`src/rtl/cpu_mem_arbiter_pkg.sv`:
```
// Shared types for the CPU memory-port arbiter.
// The ARB_ROUND_ROBIN_EN macro, used by cpu_mem_arbiter_grant, selects round-robin
// arbitration; when undefined the data port has fixed priority.
package cpu_mem_arbiter_pkg;

  localparam int ARB_ADDR_W = 32;
  localparam int ARB_DATA_W = 32;
  localparam int ARB_BE_W   = ARB_DATA_W / 8;

  // Arbiter sequencing: pick a port, wait on the backing memory, then pulse resp.
  typedef enum logic [1:0] {
    IDLE,
    BUSY,
    DONE
  } arb_state_t;

  // Which CPU port owns the current transaction.
  typedef enum logic {
    SRC_I,
    SRC_D
  } arb_src_t;

  // One port's request bundle at the default bus widths.
  typedef struct packed {
    logic                  read;
    logic                  write;
    logic [ARB_BE_W-1:0]   be;
    logic [ARB_ADDR_W-1:0] addr;
    logic [ARB_DATA_W-1:0] wdata;
  } arb_req_t;

endpackage

```
`src/rtl/cpu_mem_arbiter_grant.sv`:
```
// Combinational port picker for cpu_mem_arbiter.
// ARB_ROUND_ROBIN_EN defined: on contention, grant the port that was not granted last.
// ARB_ROUND_ROBIN_EN undefined: data port always beats the instruction port.
// On the data port a pending write is always chosen ahead of a pending read.
module cpu_mem_arbiter_grant
  import cpu_mem_arbiter_pkg::*;
(
  input  logic     i_read_i,
  input  logic     i_write_i,
  input  logic     i_read_d,
  input  logic     i_write_d,
  input  arb_src_t i_last_grant,
  output logic     o_req_any,
  output arb_src_t o_grant,
  output logic     o_d_write
);

  logic w_req_i;
  logic w_req_d;

  assign w_req_i   = i_read_i | i_write_i;
  assign w_req_d   = i_read_d | i_write_d;
  assign o_req_any = w_req_i | w_req_d;
  // The write is served first; the read stays asserted and wins a later grant.
  assign o_d_write = i_write_d;

`ifdef ARB_ROUND_ROBIN_EN
  // Alternate between the ports when both are requesting.
  always_comb begin
    if (w_req_i && w_req_d) begin
      o_grant = (i_last_grant == SRC_D) ? SRC_I : SRC_D;
    end else if (w_req_d) begin
      o_grant = SRC_D;
    end else begin
      o_grant = SRC_I;
    end
  end
`else
  // History is irrelevant with fixed priority.
  logic w_unused_last_grant;
  assign w_unused_last_grant = (i_last_grant == SRC_D);

  // Fixed priority: data port first.
  always_comb begin
    o_grant = w_req_d ? SRC_D : SRC_I;
  end
`endif

endmodule

```
`src/rtl/cpu_mem_arbiter.sv`:
```
// cpu_mem_arbiter: serialises the CPU instruction and data ports onto one
// single-ported backing memory, one transaction at a time.
// Build option: ARB_ROUND_ROBIN_EN (see cpu_mem_arbiter_grant) enables round-robin
// port selection; default build uses fixed data-port priority.
module cpu_mem_arbiter
  import cpu_mem_arbiter_pkg::*;
#(
  parameter int ADDR_W = 32,
  parameter int DATA_W = 32
) (
  input  logic                clk,
  input  logic                rst,
  input  logic                mem_read_i,
  input  logic                mem_write_i,
  input  logic [DATA_W/8-1:0] mem_byte_enable_i,
  input  logic [ADDR_W-1:0]   mem_address_i,
  input  logic [DATA_W-1:0]   mem_wdata_i,
  output logic                mem_resp_i,
  output logic [DATA_W-1:0]   mem_rdata_i,
  input  logic                mem_read_d,
  input  logic                mem_write_d,
  input  logic [DATA_W/8-1:0] mem_byte_enable_d,
  input  logic [ADDR_W-1:0]   mem_address_d,
  input  logic [DATA_W-1:0]   mem_wdata_d,
  output logic                mem_resp_d,
  output logic [DATA_W-1:0]   mem_rdata_d,
  output logic                pmem_read,
  output logic                pmem_write,
  output logic [DATA_W/8-1:0] pmem_byte_enable,
  output logic [ADDR_W-1:0]   pmem_address,
  output logic [DATA_W-1:0]   pmem_wdata,
  input  logic                pmem_resp,
  input  logic [DATA_W-1:0]   pmem_rdata
);

  localparam int BE_W = DATA_W / 8;

  arb_state_t        r_state;
  arb_src_t          r_src;
  arb_src_t          r_last_grant;
  logic              r_pmem_read;
  logic              r_pmem_write;
  logic [BE_W-1:0]   r_be;
  logic [ADDR_W-1:0] r_addr;
  logic [DATA_W-1:0] r_wdata;
  logic              r_resp_i;
  logic              r_resp_d;
  logic [DATA_W-1:0] r_rdata_i;
  logic [DATA_W-1:0] r_rdata_d;

  logic              w_req_any;
  arb_src_t          w_grant;
  logic              w_d_write;
  logic              w_sel_read;
  logic              w_sel_write;
  logic [BE_W-1:0]   w_sel_be;
  logic [ADDR_W-1:0] w_sel_addr;
  logic [DATA_W-1:0] w_sel_wdata;

  cpu_mem_arbiter_grant u_grant (
    .i_read_i     (mem_read_i),
    .i_write_i    (mem_write_i),
    .i_read_d     (mem_read_d),
    .i_write_d    (mem_write_d),
    .i_last_grant (r_last_grant),
    .o_req_any    (w_req_any),
    .o_grant      (w_grant),
    .o_d_write    (w_d_write)
  );

  // Route the granted port's request fields toward the latch registers.
  always_comb begin
    w_sel_read  = 1'b0;
    w_sel_write = 1'b0;
    w_sel_be    = '0;
    w_sel_addr  = '0;
    w_sel_wdata = '0;
    if (w_grant == SRC_D) begin
      w_sel_write = w_d_write;
      w_sel_read  = ~w_d_write;
      w_sel_be    = mem_byte_enable_d;
      w_sel_addr  = mem_address_d;
      w_sel_wdata = mem_wdata_d;
    end else begin
      w_sel_write = mem_write_i;
      w_sel_read  = ~mem_write_i;
      w_sel_be    = mem_byte_enable_i;
      w_sel_addr  = mem_address_i;
      w_sel_wdata = mem_wdata_i;
    end
  end

  // Transaction FSM: latch in IDLE, drive pmem in BUSY, pulse the port resp in DONE.
  always_ff @(posedge clk) begin
    if (rst) begin
      r_state      <= IDLE;
      r_src        <= SRC_I;
      r_last_grant <= SRC_I;
      r_pmem_read  <= 1'b0;
      r_pmem_write <= 1'b0;
      r_be         <= '0;
      r_addr       <= '0;
      r_wdata      <= '0;
      r_resp_i     <= 1'b0;
      r_resp_d     <= 1'b0;
      r_rdata_i    <= '0;
      r_rdata_d    <= '0;
    end else begin
      r_resp_i <= 1'b0;
      r_resp_d <= 1'b0;
      case (r_state)
        IDLE: begin
          if (w_req_any) begin
            r_src        <= w_grant;
            r_last_grant <= w_grant;
            r_pmem_read  <= w_sel_read;
            r_pmem_write <= w_sel_write;
            r_be         <= w_sel_be;
            r_addr       <= w_sel_addr;
            r_wdata      <= w_sel_wdata;
            r_state      <= BUSY;
          end
        end
        BUSY: begin
          if (pmem_resp) begin
            r_pmem_read  <= 1'b0;
            r_pmem_write <= 1'b0;
            // The resp register is set here so the pulse is visible during DONE.
            if (r_src == SRC_D) begin
              r_resp_d <= 1'b1;
              if (r_pmem_read) r_rdata_d <= pmem_rdata;
            end else begin
              r_resp_i <= 1'b1;
              if (r_pmem_read) r_rdata_i <= pmem_rdata;
            end
            r_state <= DONE;
          end
        end
        DONE: begin
          // Dead cycle into IDLE gives the requester time to retire its request.
          r_state <= IDLE;
        end
        default: begin
          r_state <= IDLE;
        end
      endcase
    end
  end

  assign mem_resp_i       = r_resp_i;
  assign mem_rdata_i      = r_rdata_i;
  assign mem_resp_d       = r_resp_d;
  assign mem_rdata_d      = r_rdata_d;
  assign pmem_read        = r_pmem_read;
  assign pmem_write       = r_pmem_write;
  assign pmem_byte_enable = r_be;
  assign pmem_address     = r_addr;
  assign pmem_wdata       = r_wdata;

endmodule

```
`config.mk`:
```
export PLATFORM = sky130hd
export DESIGN_NAME = cpu_mem_arbiter
export DESIGN_NICKNAME = d
export VERILOG_FILES = /design/src/rtl/cpu_mem_arbiter_pkg.sv /design/src/rtl/cpu_mem_arbiter_grant.sv /design/src/rtl/cpu_mem_arbiter.sv
export SDC_FILE = /design/constraint.sdc
export NUM_CORES = 1
export LEC_CHECK = 0
export BUFFER_PORTS_ARGS = -buffer_cell sky130_fd_sc_hd__buf_2
export CAP_MARGIN = 20
export CORE_MARGIN = 2
export CORE_UTILIZATION = 35
export DETAILED_ROUTE_END_ITERATION = 6
export PLACE_DENSITY = 0.62
export REMOVE_ABC_BUFFERS = 1
export SLEW_MARGIN = 20
export SYNTH_ARGS = -nofsm -noshare
export SYNTH_HDL_FRONTEND = slang
export SYNTH_HIERARCHICAL = 1
export SYNTH_SLANG_ARGS = --single-unit
```
`constraint.sdc`:
```
create_clock -name clk -period 2.91 [get_ports clk]
set_input_delay 0.582 -clock clk [delete_from_list [all_inputs] [get_ports clk]]
set_output_delay 0.582 -clock clk [all_outputs]
set_load 0.005 [all_outputs]
```
== Word level (Yosys, flattened, before mapping) ==
Cells that the tools add are included.

* Register bits after elaboration: 139
* Output and inout port bits: 136
* Input port bits: 175

* Bitwise operators: 8
* Muxes and demuxes: 16
* Equality and inequality tests: 3
* Reduce and logical (&&, ||, !) cells: 8

{| class="wikitable"
|+ Operators with widths
! kind !! count
|-
| 2-to-1 mux 32 bit || 2
|-
| 2-to-1 mux 1 bit || 8
|-
| AND reduction 4 bit || 2
|-
| NOT 1 bit || 5
|-
| 2-to-1 mux 2 bit || 2
|-
| 2-to-1 mux 4 bit || 1
|-
| one-hot mux 1 bit (2 select lines) || 2
|-
| one-hot mux 2 bit (2 select lines) || 1
|-
| AND reduction 2 bit || 2
|-
| OR 1 bit || 3
|-
| AND reduction 3 bit || 1
|-
| OR reduction 3 bit || 1
|-
| equality test 2 x 1 -> 1 bit (second input constant) || 1
|-
| logical NOT 2 bit || 1
|-
| != test 2 x 1 -> 1 bit (second input constant) || 1
|-
| != test 2 bit (second input constant) || 1
|-
| nonzero test 2 bit || 1
|}

== Longest topological paths before layout ==
Gate-level depths: netlist of run 1.

* Depth in word-level cells: 5
* Mapped depth: 6
* Depth with buffers taken out: 4

== Modules after synthesis ==
The synthesis of run 1 kept the hierarchy.

{| class="wikitable"
|+ By module, submodules not included
! module !! area each (µm²) !! times used !! seq. area each (µm²) !! cells an instance
|-
| cpu_mem_arbiter || 5606.6 || 1 || 2782.7 || 572
|-
| cpu_mem_arbiter_grant || 21.3 || 1 || 0.0 || 3
|}

== Least setup slack after synthesis of run 1 ==
OpenSTA, ideal clock, no wires.

* Path kind: input to register
* From: input port mem_write_d
* To: register r_addr[23] (netlist: pmem_address[23])
* Required time: 2.824 ns
* Setup time: 0.086 ns
* Arrival: 1.829 ns
* Cell stages on the path: 5
* Slack: 0.995 ns
* Path through: or4_1 > nor3b_2 > buf_2 > clkbuf_1 > a211oi_1

* Word-level cells in the longest chain between the ends: 3
* Elaborated cells between the ends (all ways): 5

{| class="wikitable"
|+ Ends and longest elaborated chain
! element !! line !! source
|-
| from (decl) || cpu_mem_arbiter.sv:21 || <nowiki>input logic mem_write_d,</nowiki>
|-
| OR 1 bit * || cpu_mem_arbiter_grant.sv:22 || <nowiki>assign w_req_d = i_read_d | i_write_d;</nowiki>
|-
| 2-to-1 mux 1 bit or OR 1 bit (tied branches) || cpu_mem_arbiter_grant.sv:45, cpu_mem_arbiter_grant.sv:23 ||
|-
| 2-to-1 mux 32 bit or AND reduction 2 bit (tied branches) || n/a ||
|-
| to (signal assigned) || cpu_mem_arbiter.sv:119 || <nowiki>r_addr <= w_sel_addr;</nowiki>
|-
| to (decl) || cpu_mem_arbiter.sv:44 || <nowiki>logic [ADDR_W-1:0] r_addr;</nowiki>
|}

Mark *: on every way between the ends. The rest lies on a longest branch, timed or not.
A chain may end at the register's enable or synchronous reset.

== Final worst setup path of run 1 ==
* From: input port mem_write_d
* To: register r_wdata[29] (netlist: pmem_wdata[29])

* Word-level cells in the longest chain between the ends: 3
* Elaborated cells between the ends (all ways): 5

{| class="wikitable"
|+ Ends and longest elaborated chain
! element !! line !! source
|-
| OR 1 bit || cpu_mem_arbiter_grant.sv:22 ||
|-
| OR 1 bit || cpu_mem_arbiter_grant.sv:23 || <nowiki>assign o_req_any = w_req_i | w_req_d;</nowiki>
|-
| net w_req_any || cpu_mem_arbiter.sv:51 || <nowiki>logic w_req_any;</nowiki>
|-
| AND reduction 2 bit (no line) || n/a ||
|-
| to (signal assigned) || cpu_mem_arbiter.sv:120 || <nowiki>r_wdata <= w_sel_wdata;</nowiki>
|-
| to (decl) || cpu_mem_arbiter.sv:45 || <nowiki>logic [DATA_W-1:0] r_wdata;</nowiki>
|}

The timed path passes the listed nets, and every way through them passes these cells.

==> qor.csv, run 1 <==
stage,metric,value,unit
outcome,status,completed,
yosys,Ys Warns,6,
clock_network,Root Driver,clkbuf_16,
clock_network,CTS max path bufs,2,
yosys,synthesized area,5630,sq um
timing,Clock Skew,0.00729,ns
timing,RSZ-0062 raised after global routing,no,
worst_setup_path,slowest cell on the critical path,or4_1,
grt,pin count of the biggest net entering global routing,139,
yosys,post-synthesis average cell area,9.79,sq um
place,placed cell count,1062,
floorplan,Starting Density,0.356,
clock_network,CTS tree,done,
power,leak pwr,4.21,nW
worst_setup_path,CP peak stage delay,0.55,ns
worst_setup_path,crit path max fanout,138,
worst_setup_path,Worst Path Buf+Inv,2,
grt,GRT Util Overall,0.174,
worst_setup_path,crit-path cells,buf_2 > or4_1 > nor3b_4 > buf_12 > nor2_1 > a211oi_1,
grt,first-pass GRT wire length,22700,microns
place,Final GP Congestion,0.794,
cells_and_area,Non-Filler Instances,1094,
yosys,"EDFF count, synth",0,
cells_and_area,Area Overhead vs Synth,40.5,%
floorplan,Ports,311,
place,Post-DP Area,7320,sq um
cells_and_area,post-layout instance area,7910,sq um
clock_network,Post-CTS Resized,0,
route,vias per cell,4.56,
worst_setup_path,Crit path required time,3.18,ns
timing,Tcrit/Tclk final,0.595,
route,drt wl/cell,13.9,microns
timing,Hold Slack,0.408,ns
worst_setup_path,Reg-to-Reg Start,r_state[1],
clock_network,H-Tree Depth,4,
yosys,post-synthesis async set-or-reset flop share,0,
place,DP HPWL,11400,microns
clock_network,setup repair bufs after CTS,0,
hold_path,HP Class,primary input to flip-flop,
cells_and_area,Layout Utilization,0.500,
route,Routed WL,15300,microns
yosys,post-synthesis sequential area ratio,0.494,
worst_setup_path,critical path class,primary input to flip-flop,
worst_setup_path,CP Launch Type,primary input,
cells_and_area,share of cells above drive strength 1,0.405,
worst_setup_path,Crit. End Element,flip-flop,
cells_and_area,Filler cells,1511,
floorplan,Die Y,131,microns
worst_setup_path,worst endpoint data arrival time,2.00,ns
yosys,synthesized flop and latch total,139,
place,pre-CTS WS,0.787,ns
yosys,"Top FF cell, synth",dfxtp_1,
cells_and_area,n_diodes,0,
route,"antenna viol nets, final",0,
timing,Slew Limit Fails,0,
timing,Slew HR,0.570,
timing,Slew @ Worst Pin,0.645,ns
power,Power Dens Cells,612,nW/um^2
timing,fmax,0.578,GHz
yosys,Cells after Synth,575,
grt,initial antenna violation count,0,
grt,total grt overflow,0,
grt,vias in the first global route,4537,
route,Pre-antenna DRT Iters,5,
place,Port Buf Inserts,310,
clock_network,cts hold-fix bufs,0,
yosys,Yosys cell types,24,
clock_network,Worst-path clk slew,0.06,ns
timing,Tmin final,1.73,ns
route,Via Count,4990,
floorplan,Die W,131,microns
worst_setup_path,reg2reg setup slack,1.20,ns
power,worst vdd ir,383,uV
clock_network,Clock Latency Late Sink,0.42,ns
floorplan,Core Area,15800,sq um
worst_setup_path,worst setup path startpoint,mem_write_d,
timing,Final Hold Vio Count,0,
timing,Setup-failing EPs final,0,
power,Total Power,4.84,mW
hold_path,Hold Crit Start,pmem_resp,
floorplan,Die Area,17100,sq um
timing,TNS Setup,0,ns
clock_network,Sink Count,139,
route,drt first-iter violations,144,
clock_network,number of CTS-inserted buffers,17,
worst_setup_path,Worst path top cell family by delay,simple AND/OR/NAND/NOR gates,
cells_and_area,Nets,1040,
route,# DRC,0,
run,max-cap violations,0,
floorplan,row cnt,46,
timing,setup ws final,1.18,ns
[final timing paths]
kind	cells past startpoint	end
min	2	r_state[0]
min reg2reg	2	mem_rdata_i[8]
max reg2reg	4	mem_rdata_i[11]
max	6	pmem_wdata[29]
[placed cells by master, fill, tap and decap left out, types with 2 or more instances in the layout]
cell type,n
nor3b_4,2
nor3_1,2
inv_6,3
mux2i_1,133
nor2_1,70
a211oi_1,68
dfxtp_1,139
clkinvlp_4,4
buf_12,2
nand2_1,99
clkbuf_1,2
clkinv_4,2
buf_2,310
a21oi_1,2
clkbuf_16,17
buf_4,8
bufinv_16,2
[state kept, by name (all words and copies together), names as in the netlist]
register and cells:
mem_rdata_d 32, mem_rdata_i 32, pmem_address 32, pmem_wdata 32
pmem_byte_enable 4, r_state 2, mem_resp_d 1, mem_resp_i 1
pmem_read 1, pmem_write 1, r_last_grant 1
[Yosys cell counts (2+ instances only)]
master / n / area share
a211oi_1: 68 / 0.091
a21oi_1: 2 / 0.0018
buf_2: 21 / 0.019
buf_4: 3 / 0.0040
buf_6: 3 / 0.0060
clkbuf_1: 21 / 0.014
dfxtp_1: 139 / 0.49
mux2i_1: 133 / 0.24
nand2_1: 99 / 0.066
nor2_1: 70 / 0.047
nor3_1: 2 / 0.0018
nor3b_2: 2 / 0.0044
[power by group]
group          switching, mW  internal [mW]  leakage [nW]
registers             0.0586           2.02          1.14
logic                  0.338          0.305          2.80
clock network          0.823           1.29         0.274
[kinds of logic (layout without fill, tap and decap cells)]
| family | after synthesis | in the layout | share of synthesized area |
|---|---|---|---|
| simple gates | 181 | 181 | 0.129 |
| flops | 139 | 139 | 0.494 |
| mux | 133 | 133 | 0.237 |
| compound gates | 72 | 72 | 0.0958 |
| buf+inv | 50 | 353 | 0.0440 |
[cell type report]
type	count	area [sq um]	area share
clock buffers	20	447	0.0565
repair buffers	320	1650	0.209
clock inverters	12	139	0.0176
inverters	1	3.75	0.000475
flip-flops and latches	139	2780	0.352
multi-input cells	386	2610	0.330
well taps	216	270	0.0342
[routing by layer]
metal | global-route usage | part of all wire | wire [microns]
met2 | 0.294 | 0.48 | 7320
met1 | 0.203 | 0.42 | 6380
met4 | 0.0745 | 0.024 | 361
met5 | 0 | 0 | 0
met3 | 0.0554 | 0.078 | 1190
Power figures use the tool's default switching activity.
==> run 2: changes to the inputs <==
--- a/config.mk
+++ b/config.mk
@@ -10,7 +10,7 @@
 export CORE_MARGIN = 2
 export CORE_UTILIZATION = 35
 export DETAILED_ROUTE_END_ITERATION = 6
-export PLACE_DENSITY = 0.62
+export PLACE_DENSITY = 0.64
 export REMOVE_ABC_BUFFERS = 1
 export SLEW_MARGIN = 20
 export SYNTH_ARGS = -nofsm -noshare
==> constraint.sdc (replaced) <==
create_clock -name clk -period 1.5 [get_ports clk]
set_input_delay 0.3 -clock clk [delete_from_list [all_inputs] [get_ports clk]]
set_output_delay 0.3 -clock clk [all_outputs]
set_load 0.005 [all_outputs]
==> run 2 against run 1 <==
- combinational power rose by 110%
- first-iteration DRC count stayed put
- highest routed layer unchanged
- critical path type is now flip-flop to flip-flop
- global-route usage grew 0.51 points
- largest power group unchanged
- flip-flop and latch count unchanged
- critical path depth rose by 1
- wire length is 4.8% higher
==> qor.csv, run 2 (synthesis gave the netlist of run 1 again) <==
stage,metric,value,unit
power,Net Sw Power,2.38,mW
timing,TNS Setup,0,ns
cells_and_area,most frequent cells in the layout,"310 x buf_2, 137 x dfxtp_1, 133 x mux2i_1, 99 x nand2_1, 70 x nor2_1",
cells_and_area,post-layout instance area,8370,sq um
worst_setup_path,reg2reg setup slack,0.03,ns
floorplan,Die Y,131,microns
power,Internal Power,7.93,mW
clock_network,Sink Count,139,
timing,Tcrit/Tclk final,0.978,
clock_network,cts hold-fix bufs,0,
timing,setup ws final,0.0336,ns
cells_and_area,share of cells above drive strength 1,0.425,
worst_setup_path,CP Launch Type,flip-flop,
power,leak pwr,4.46,nW
timing,Slew Limit Fails,0,
clock_network,Root Driver,clkbuf_16,
timing,Tmin final,1.47,ns
timing,Final Hold Vio Count,0,
place,Post-DP Area,7540,sq um
route,Via Count,5121,
worst_setup_path,worst endpoint data arrival time,1.81,ns
grt,first-pass GRT wire length,23100,microns
hold_path,Hold Crit Start,pmem_rdata[1],
route,Pre-antenna DRT Iters,4,
cells_and_area,"commonest non-fill, non-tap cell in the layout",buf_2,
outcome,status,completed,
place,placed cell count,1081,
worst_setup_path,Reg-to-Reg Start,r_state[1],
timing,Clock Skew,0.00724,ns
cells_and_area,Layout Utilization,0.529,
worst_setup_path,crit path max fanout,8,
grt,vias in the first global route,4551,
power,Power Dens Cells,1230,nW/um^2
hold_path,worst hold stages,3,
route,# DRC,0,
clock_network,H-Tree Depth,4,
run,max-cap violations,0,
place,Final GP Congestion,0.784,
worst_setup_path,reg2reg end,mem_rdata_i[19],
timing,RSZ-0062 raised after global routing,yes,
power,sw frac,0.231,
worst_setup_path,Crit path required time,1.84,ns
worst_setup_path,critical path class,flip-flop to flip-flop,
route,vias per cell,4.58,
grt,initial antenna violation count,1,
grt,GRT Util Overall,0.179,
route,"antenna viol nets, final",0,
route,drt wl/cell,14.3,microns
hold_path,HP Class,primary input to flip-flop,
worst_setup_path,Worst Reg-to-Reg Cells,7,
route,Routed WL,16000,microns
power,Seq pwr share,0.392,
timing,Setup-failing EPs final,0,
power,worst vdd ir,750,uV
clock_network,number of CTS-inserted buffers,17,
floorplan,Core Area,15800,sq um
timing,Slew HR,0.743,
place,pre-CTS WS,-0.419,ns
cells_and_area,Filler cells,1496,
grt,pin count of the biggest net entering global routing,69,
power,clock share of power,0.475,
cells_and_area,Nets,1066,
cells_and_area,multi-input gate area in the final layout,2620,sq um
place,DP HPWL,11900,microns
grt,total grt overflow,0,
power,Combinational Power Share,0.133,
cells_and_area,Area Overhead vs Synth,48.8,%
clock_network,CTS tree,done,
floorplan,Die W,131,microns
timing,Hold Slack,0.147,ns
cells_and_area,register area,2790,sq um
floorplan,row cnt,46,
place,Port Buf Inserts,310,
hold_path,hold endpoint,mem_rdata_d[1],
cells_and_area,Non-Filler Instances,1119,
floorplan,Die Area,17100,sq um
clock_network,CTS max path bufs,2,
power,Total Power,10.3,mW
floorplan,Ports,311,
timing,Slew @ Worst Pin,0.376,ns
clock_network,Worst-path clk slew,0.06,ns
timing,fmax,0.682,GHz
worst_setup_path,Crit. End Element,flip-flop,
floorplan,Starting Density,0.356,
clock_network,Clock Latency Late Sink,0.42,ns
route,drt first-iter violations,144,
[run 2: worst max-delay path, cell delays in order, from the launching register on]
cell and delay (ns):
dfxtp_2 0.34, buf_6 0.12, nand3b_4 0.16, nor3b_4 0.21, buf_6 0.14, buf_12 0.09, buf_12 0.13, mux2i_1 0.19
[run 2: cell type report]
class | count | area share
Timing Repair Buffer | 346 | 0.240
Clock inverter | 11 | 0.0288
Multi-Input combinational cell | 386 | 0.313
Antenna cell | 1 | 0.000299
Clock buffer | 19 | 0.0529
Sequential cell | 139 | 0.333
Inverter | 1 | 0.000448
Tap cell | 216 | 0.0323
[run 2: repair_timing]
item	CTS	global route
cloned	2	0
pin swaps	2	0
resized for setup	6	1
setup endpoints to repair	98	23
setup buffers	4	1
[run 2: how the worst max path moves through the flow]
stage,from,to,slack (ns),cells after the start
after floorplan,mem_read_d,pmem_address[0],-3.33,3
after global routing,r_state[1],mem_rdata_i[19],-0.04,7
final,r_state[1],mem_rdata_i[19],0.03,7
after detailed placement,mem_read_d,pmem_wdata[16],-0.42,6
after CTS,r_state[0],mem_rdata_i[3],0.009,7
after global placement,mem_read_d,pmem_wdata[0],-0.37,6
[run 2: metal layers]
layer  up-vias  GRT usage  wire (microns)
li1       2646          -               -
met1      2233      0.211            6660
met2       209      0.302            7780
met3        33     0.0509            1150
met4         0     0.0801             410
met5         -          0               0
[run 2: power groups by stage]
stage	sequential (mW)	combinational (mW)	clock (mW)
floorplan	4.14	0.625	0
global placement	4.12	1.34	0
detailed placement	4.12	1.36	0
CTS	4.04	1.39	4.99
global route	4.07	1.52	5.16
finish	4.04	1.37	4.90
==> run 3: changes to the inputs <==
--- a/config.mk
+++ b/config.mk
@@ -10,7 +10,8 @@
 export CORE_MARGIN = 2
 export CORE_UTILIZATION = 35
 export DETAILED_ROUTE_END_ITERATION = 6
-export PLACE_DENSITY = 0.64
+export GPL_TIMING_DRIVEN = 0
+export PLACE_DENSITY = 0.75
 export REMOVE_ABC_BUFFERS = 1
 export SLEW_MARGIN = 20
 export SYNTH_ARGS = -nofsm -noshare
==> run 3 against run 2 <==
- the flow now finishes with violations (setup timing)
- clock skew grew 0.0024 ns
- wire length up 0.53%
- combinational power grew 14%
- register-to-register slack got worse by 0.02 ns
- utilization rose by 0.97 points
- largest cell class is now multi-input combinational cells
- flip-flop and latch count is the same
- die area unchanged
- first-iteration DRC count decreased by 19%
- design area grew 1.8%
- maximum frequency is 5.6% lower
- count of clock-buffer cells in the layout did not move
- cell count hardly changed
==> qor.csv, run 3 (synthesis gave the netlist of run 1 again) <==
stage,metric,value,unit
grt,routing usage on met2,0.313,
power,worst vdd ir,704,uV
timing,Tmin final,1.55,ns
clock_network,Sink Count,139,
clock_network,number of CTS-inserted buffers,17,
timing,Final Hold Vio Count,0,
cells_and_area,most frequent cells in the layout,"308 x buf_2, 137 x dfxtp_1, 133 x mux2i_1, 99 x nand2_1, 59 x nor2_1",
power,Combinational Power Share,0.158,
hold_path,Hold Crit Start,pmem_rdata[9],
place,Post-DP Area,7400,sq um
clock_network,H-Tree Depth,4,
floorplan,Die Y,131,microns
timing,RSZ-0062 raised after global routing,yes,
timing,Setup-failing EPs final,16,
worst_setup_path,reg2reg end,pmem_address[12],
cells_and_area,Area Overhead vs Synth,51.5,%
floorplan,Die Area,17100,sq um
cells_and_area,share of cells above drive strength 1,0.458,
timing,Slew @ Worst Pin,0.864,ns
clock_network,cts hold-fix bufs,0,
timing,setup ws final,-0.0539,ns
floorplan,Starting Density,0.356,
timing,Hold Slack,0.157,ns
worst_setup_path,critical path class,primary input to flip-flop,
place,DP HPWL,11800,microns
run,max-cap violations,0,
route,Routed WL,16100,microns
worst_setup_path,Crit. End Element,flip-flop,
timing,fmax,0.644,GHz
power,clock share of power,0.433,
floorplan,Core Area,15800,sq um
clock_network,CTS max path bufs,2,
place,placed cell count,1065,
place,pre-CTS WS,-0.732,ns
cells_and_area,"commonest non-fill, non-tap cell in the layout",buf_2,
place,Port Buf Inserts,310,
timing,Tcrit/Tclk final,1.04,
place,Final GP Congestion,0.796,
power,sw frac,0.261,
grt,GRT Util Overall,0.172,
route,drt first-iter violations,117,
worst_setup_path,Crit path required time,1.76,ns
grt,M3 GR Usage,0.0537,
clock_network,Worst-path clk slew,0.06,ns
grt,initial antenna violation count,2,
power,Net Sw Power,2.58,mW
worst_setup_path,crit path max fanout,7,
worst_setup_path,Worst Reg-to-Reg Cells,7,
grt,vias in the first global route,4432,
route,vias per cell,4.60,
route,drt wl/cell,14.4,microns
worst_setup_path,Reg-to-Reg Start,r_state[0],
worst_setup_path,worst endpoint data arrival time,1.82,ns
grt,M1 GR Usage,0.189,
timing,Clock Skew,0.00968,ns
clock_network,Clock Latency Late Sink,0.41,ns
cells_and_area,Non-Filler Instances,1118,
floorplan,Die W,131,microns
floorplan,row cnt,46,
power,Power Dens Cells,1160,nW/um^2
grt,GRT busiest layer,met2,
power,Internal Power,7.32,mW
outcome,violated checks,setup timing,
grt,first-pass GRT wire length,22500,microns
worst_setup_path,CP Launch Type,primary input,
hold_path,hold endpoint,mem_rdata_i[9],
power,Seq pwr share,0.410,
hold_path,HP Class,primary input to flip-flop,
route,Pre-antenna DRT Iters,4,
clock_network,Root Driver,clkbuf_16,
timing,TNS Setup,-0.451,ns
timing,Slew Limit Fails,0,
route,# DRC,0,
grt,pin count of the biggest net entering global routing,98,
cells_and_area,Nets,1063,
worst_setup_path,reg2reg setup slack,0.01,ns
cells_and_area,post-layout instance area,8530,sq um
floorplan,Ports,311,
hold_path,worst hold stages,3,
outcome,status,"finished, violations left",
grt,total grt overflow,0,
route,Via Count,5143,
power,leak pwr,4.48,nW
cells_and_area,Filler cells,1385,
route,"antenna viol nets, final",0,
timing,Slew HR,0.424,
clock_network,CTS tree,done,
[run 3: timing repair]
| action | 4_1_cts | 5_1_grt |
|---|---|---|
| pin swaps | 3 | 2 |
| endpoints found under the setup margin | 127 | 65 |
| buffers inserted | 9 | 9 |
| resized for setup | 25 | 30 |
| gates cloned | 2 | 4 |
[run 3: stage by stage]
stage           util  power, mW
2_1_floorplan      -       4.77
3_3_place_gp   0.455       5.41
3_5_place_dp   0.468       5.40
4_1_cts        0.520       9.83
5_1_grt        0.539       10.4
6_report       0.539       9.90
[run 3: worst max-delay path by stage]
stage	from	end	depth (start not counted)
finish	mem_read_i	pmem_address[12]	9
global route	mem_read_i	pmem_address[12]	9
CTS	mem_write_d	pmem_address[12]	8
detailed placement	mem_write_d	pmem_address[12]	8
global placement	mem_write_d	pmem_wdata[1]	4
floorplan	mem_read_d	pmem_address[0]	3
[run 3: worst max-delay path: stages]
cell and delay (ns):
buf_6 0.09, or4_4 0.53, nor3b_4 0.18, buf_12 0.14, buf_12 0.14, buf_12 0.14
clkbuf_16 0.16, nor2_4 0.08, a211oi_2 0.05
[run 3: final cells by class]
type / instances / area, sq um / area share
Sequential cell: 139 / 2790 / 0.327
Clock inverter: 13 / 158 / 0.0185
Tap cell: 216 / 270 / 0.0317
Clock buffer: 19 / 453 / 0.0531
Timing Repair Buffer: 343 / 2060 / 0.241
Inverter: 1 / 6.26 / 0.000734
Antenna cell: 1 / 2.50 / 0.000293
Multi-Input combinational cell: 386 / 2790 / 0.327
[run 3: routing by layer]
metal	vias to the layer above	part of all wire	wire, microns
li1	2644	-	-
met1	2274	0.40	6400
met2	206	0.51	8150
met3	17	0.080	1290
met4	2	0.014	220
met5	-	0.00081	13
[run 3: power by group through the flow]
stage	logic [mW]	registers [mW]	clock network (mW)
floorplan	0.625	4.14	0
global placement	1.30	4.11	0
detailed placement	1.28	4.12	0
CTS	1.42	4.05	4.36
global route	1.70	4.09	4.56
finish	1.56	4.06	4.28
